[src/rtl/dac_sched_pkg.sv]
// Shared definitions for the DAC frame scheduler: channel geometry, FSM
// state encoding and the channel-to-bit-offset helper.
package dac_sched_pkg;

  localparam int NUM_DEV = 8;
  localparam int NCH     = 2 * NUM_DEV;
  localparam int DW      = 16;

  typedef enum logic [1:0] {
    IDLE,
    FILL,
    ARMED
  } state_t;

  function automatic int unsigned chan_slice(input int unsigned k);
    return k * DW;
  endfunction

endpackage

[src/rtl/dac_update_timer.sv]
// Free-running update pacer: ticks every period+1 cycles while enabled.
// Also used for LDAC pacing on other boards.
module dac_update_timer #(
  parameter int PW = 32
) (
  input  logic          clk,
  input  logic          reset,
  input  logic          enable,
  input  logic [PW-1:0] period,
  output logic          tick
);

  logic [PW-1:0] cnt;
  logic [PW-1:0] period_q;
  logic [PW-1:0] limit;

  // period is sampled at the start of each interval, so a new value only
  // applies from the next wrap onward
  always_comb begin
    limit = (cnt == '0) ? period : period_q;
    tick  = enable && (cnt == limit);
  end

  always_ff @(posedge clk or posedge reset) begin
    if (reset) begin
      cnt      <= '0;
      period_q <= '0;
    end else if (!enable) begin
      cnt <= '0;
    end else begin
      if (cnt == '0) period_q <= period;
      cnt <= tick ? '0 : cnt + PW'(1);
    end
  end

endmodule

[src/rtl/dac_frame_scheduler.sv]
// Collects an addressed sample frame into a shadow buffer and commits it to
// all DAC channels at once on each update tick.
module dac_frame_scheduler #(
  parameter  int NUM_DEV = dac_sched_pkg::NUM_DEV,
  parameter  int DW      = dac_sched_pkg::DW,
  parameter  int PW      = 32,
  parameter  int CW      = 16,
  localparam int NCH     = 2 * NUM_DEV,
  localparam int AW      = $clog2(NCH)
) (
  input  logic              clk,
  input  logic              reset,
  input  logic              enable,
  input  logic [PW-1:0]     period,
  input  logic              s_valid,
  output logic              s_ready,
  input  logic [AW-1:0]     s_addr,
  input  logic [DW-1:0]     s_data,
  input  logic              s_last,
  output logic [NCH*DW-1:0] dac_out,
  output logic              update,
  output logic              underrun,
  output logic [CW-1:0]     underrun_count,
  output logic [CW-1:0]     frame_count
);

  import dac_sched_pkg::*;

  state_t            state;
  state_t            state_nxt;
  logic              tick;
  logic              beat;
  logic              commit;
  logic              miss;
  logic [NCH*DW-1:0] shadow;

  dac_update_timer #(.PW(PW)) u_timer (
    .clk    (clk),
    .reset  (reset),
    .enable (enable),
    .period (period),
    .tick   (tick)
  );

  always_ff @(posedge clk or posedge reset) begin
    if (reset) state <= IDLE;
    else       state <= state_nxt;
  end

  // tick already implies enable, so a tick outside ARMED is always an underrun
  always_comb begin
    state_nxt = state;
    s_ready   = 1'b0;
    case (state)
      IDLE: begin
        if (enable) state_nxt = FILL;
      end
      FILL: begin
        s_ready = 1'b1;
        if (!enable)               state_nxt = IDLE;
        else if (s_valid && s_last) state_nxt = ARMED;
      end
      ARMED: begin
        if (!enable)   state_nxt = IDLE;
        else if (tick) state_nxt = FILL;
      end
      default: state_nxt = IDLE;
    endcase
    beat   = s_valid && s_ready;
    commit = tick && (state == ARMED);
    miss   = tick && (state != ARMED);
  end

  // out-of-range addresses match no channel and are silently dropped
  always_ff @(posedge clk or posedge reset) begin
    if (reset) begin
      shadow <= '0;
    end else begin
      for (int unsigned k = 0; k < NCH; k++) begin
        if (beat && (s_addr == AW'(k))) shadow[k*DW +: DW] <= s_data;
      end
    end
  end

  always_ff @(posedge clk or posedge reset) begin
    if (reset) begin
      dac_out        <= '0;
      update         <= 1'b0;
      underrun       <= 1'b0;
      underrun_count <= '0;
      frame_count    <= '0;
    end else begin
      update   <= commit;
      underrun <= miss;
      if (commit) begin
        dac_out     <= shadow;
        frame_count <= frame_count + CW'(1);
      end
      if (miss && !(&underrun_count)) underrun_count <= underrun_count + CW'(1);
    end
  end

endmodule
[config.mk]
export PLATFORM = sky130hd
export DESIGN_NAME = dac_frame_scheduler
export DESIGN_NICKNAME = d
export VERILOG_FILES = /design/src/rtl/dac_sched_pkg.sv /design/src/rtl/dac_update_timer.sv /design/src/rtl/dac_frame_scheduler.sv
export SDC_FILE = /design/constraint.sdc
export NUM_CORES = 1
export LEC_CHECK = 0
export CORE_MARGIN = 8
export CORE_UTILIZATION = 50
export CTS_CLUSTER_SIZE = 30
export DETAILED_ROUTE_END_ITERATION = 8
export PLACE_DENSITY = 0.77
export SYNTH_ARGS = -nofsm -noshare
export SYNTH_HDL_FRONTEND = slang
export SYNTH_SLANG_ARGS = --single-unit
export TNS_END_PERCENT = 10
[constraint.sdc]
create_clock -name clk -period 19.8 [get_ports clk]
set_clock_uncertainty 0.05 [all_clocks]
set_input_delay 2.97 -clock clk [delete_from_list [all_inputs] [get_ports clk]]
set_output_delay 2.97 -clock clk [all_outputs]
set_load 0.01 [all_outputs]
==> impl_metrics.env <==
export IMPL_status="completed"
export IMPL_syn_area_per_cell_um2=15.4
export IMPL_internal_power_mw=2.12
export IMPL_cts_resized=0
export IMPL_syn_to_final_growth_pct=23.1
export IMPL_worst_slack_ns=12.72
export IMPL_grt_max_degree=178
export IMPL_core_um2=50200
export IMPL_slowest_delay_ns=0.75
export IMPL_synth_seq_cells=612
export IMPL_placed_cell_area_um2=29400
export IMPL_die_h_um=241
export IMPL_start_kind="primary input"
export IMPL_fmax_ghz=0.141
export IMPL_crit_buf_inv=3
export IMPL_combPwrFrac_pct=7.8
export IMPL_syn_inst=1653
export IMPL_cts_max_level=2
export IMPL_swShare_pct=23.1
export IMPL_tritoncts="yes"
export IMPL_async_flop_share_pct=100
export IMPL_finalCritPeriodShare_pct=35.8
export IMPL_p_per_area_nw_per_um2=88.1
export IMPL_num_vias=14700
export IMPL_die_area_um2=58300
export IMPL_die_x_um=241
export IMPL_grt_pass1_wl_um=97500
export IMPL_dr_first_iter_drc_count=894
export IMPL_switching_power_uw=637
export IMPL_preCtsSetupSlack_ns=12.09
export IMPL_wirelength_um=64300
export IMPL_ant_nets=0
export IMPL_final_area_um2=31300
export IMPL_vdd_ir_drop_max_mv=0.0797
export IMPL_crit_slowest_cell="nand4_4"
export IMPL_setup_viol=0
export IMPL_vias_per_cell=5.43
export IMPL_power_frac_seq_pct=51.9
export IMPL_io_buffers=347
export IMPL_clkSinkCount=612
export IMPL_period_needed_ns=7.08
export IMPL_layout_common_cells="dfrtp_1, clkdlybuf4s50_1, mux2_2, mux2_4, clkbuf_16"
export IMPL_synth_ff_type="dfrtp_1"
export IMPL_cpLargestDelayFamily="buffers and inverters"
export IMPL_cts_buffers=59
export IMPL_crit_arrival_ns=7.51
export IMPL_holdBufCountCts=0
export IMPL_hold_viol_final=0
export IMPL_n_fill_cell=3686
export IMPL_drive_above_1_share_pct=32.7
export IMPL_drc=0
export IMPL_tns_ns=0
export IMPL_netlist_area_um2=25400
export IMPL_final_util_pct=62.4
export IMPL_critPathMaxFanout=55
export IMPL_leakagePower_nw=15.2
export IMPL_postCtsSetupBuffers=0
export IMPL_report_final_slew_viol_count=0
export IMPL_grt_overflow=0
export IMPL_clockBufferDepth=3
export IMPL_ys_seq_area_share_pct=60.3
export IMPL_clockPowerShare_pct=40.3
export IMPL_dp_hpwl_um=43400
export IMPL_initial_core_util_pct=50.7
export IMPL_final_common_cell="dfrtp_1"
export IMPL_synth_edf_count=0
export IMPL_grt_antenna_before_repair=6
export IMPL_syn_num_nets=1714
export IMPL_tightest_slew_ns=1.34
export IMPL_clk_pin_slew_worst_paths_ns=0.06
export IMPL_required_ns=20.23
export IMPL_dr_pass1_iters=5
export IMPL_root_buffer="clkbuf_16"
export IMPL_place_inst=2597
export IMPL_rows=82
export IMPL_grt_pass1_vias=15900
export IMPL_avgRoutedWirePerCell_um=23.8
export IMPL_grt_use_total_pct=21.8
export IMPL_path_class="primary input to register"
export IMPL_slew_headroom_pct=10.7
export IMPL_clk_insertion_delay_late_ns=0.61
export IMPL_crit_chain="clkdlybuf4s50_1 -> xnor2_1 -> o21ai_1 -> or4_1 -> a2111oi_2 -> a31oi_1 -> nor4b_4 -> nand4_4 -> buf_4 -> buf_4 -> mux2_4"
export IMPL_cpMostUsedCell="buf_4"
export IMPL_fin_nets=2047
export IMPL_io_pins=348
export IMPL_synth_cell_types=54
export IMPL_rsz0062_at_grt="false"
export IMPL_gp_congestion=0.878
export IMPL_drv_cap=0
export IMPL_hold_class="register to register"
export IMPL_yosysWarnings=0
export IMPL_end_kind="register"
export IMPL_fin_cells=2704
## worst reg2reg max path: cells and delay by family, from the launching register on
kind / cells / cell delay, ns
and+or+nand+nor: 5 / 2.07
buffers and inverters: 3 / 1.47
AOI/OAI and AO/OA: 2 / 0.58
DFF: 1 / 0.46
muxes: 1 / 0.40
adders and majority gates: 1 / 0.16
## power by group through the flow
stage / clock, mW / sequential [mW] / combinational (mW)
floorplan: 0 / 1.43 / 0.161
global placement: 0 / 1.44 / 0.209
detailed placement: 0 / 1.45 / 0.217
CTS: 1.13 / 1.43 / 0.219
global route: 1.18 / 1.44 / 0.237
finish: 1.11 / 1.43 / 0.215
## logic make-up after synthesis
kind of cell,synth area share (%)
DFF,60.3
buffers and inverters,2.82
AOI/OAI and AO/OA,1.42
adders and majority gates,0.197
muxes,27.3
xor gates and xnor gates,3.10
and+or+nand+nor,4.90
## cell usage after synthesis (all sizes together) (15+ instances only)
library cell	instances	area, µm²
and3	26	163
buf	39	367
clkbuf	58	218
dfrtp	612	15300
inv	35	131
mux2	537	6920
nand2	36	135
nand3	35	175
nand4	17	125
nor2	50	195
o21ai	15	75.1
xnor2	52	455
xor2	38	333
## stage by stage
stage	power [mW]	hold slack (ns)
finish	2.76	0.435
global route	2.86	0.457
CTS	2.78	0.437
detailed placement	1.67	0.425
global placement	1.65	0.413
floorplan	1.59	0.402
## sequential cells by signal (all words and copies together) (netlist names)
signal and count:
dac_out 256, frame_count 16, shadow 256, state 2, u_timer.cnt 32, u_timer.period_q 32
underrun 1, underrun_count 16, update 1
## worst paths after layout
path | start | to | slack [ns] | depth (start not counted)
max reg2reg | u_timer.cnt[0]$_DFF_PP0_ | dac_out[139]$_DFFE_PP0P_ | 14.49 | 12
max in group asynchronous | reset | dac_out[244]$_DFFE_PP0P_ | 13.62 | 5
min in group asynchronous | reset | dac_out[34]$_DFFE_PP0P_ | 2.88 | 2
max | period[2] | dac_out[139]$_DFFE_PP0P_ | 12.72 | 11
min | frame_count[15]$_DFFE_PP0P_ | frame_count[15]$_DFFE_PP0P_ | 0.43 | 1
min reg2reg | frame_count[15]$_DFFE_PP0P_ | frame_count[15]$_DFFE_PP0P_ | 0.43 | 1
## routing by layer
layer / wire length [µm] / vias to the layer above / GRT usage, %
met4: 2000 / 0 / 8.51
met3: 3660 / 116 / 4.40
met5: 0 / - / 0
met2: 31300 / 380 / 35.4
li1: - / 6437 / -
met1: 27400 / 7737 / 28.8
## layout make-up
type / instances / area, µm² / share of cell area (%)
antenna: 4 / 10.0 / 0.0320
timing repair buffer: 369 / 3660 / 11.7
multi-input combinational: 909 / 9420 / 30.1
sequential: 612 / 15300 / 49.0
inverter: 35 / 135 / 0.432
tap: 672 / 841 / 2.69
clock inverter: 20 / 238 / 0.760
clock buffer: 83 / 1670 / 5.33
Note: power is estimated with default switching activity, not from simulation.
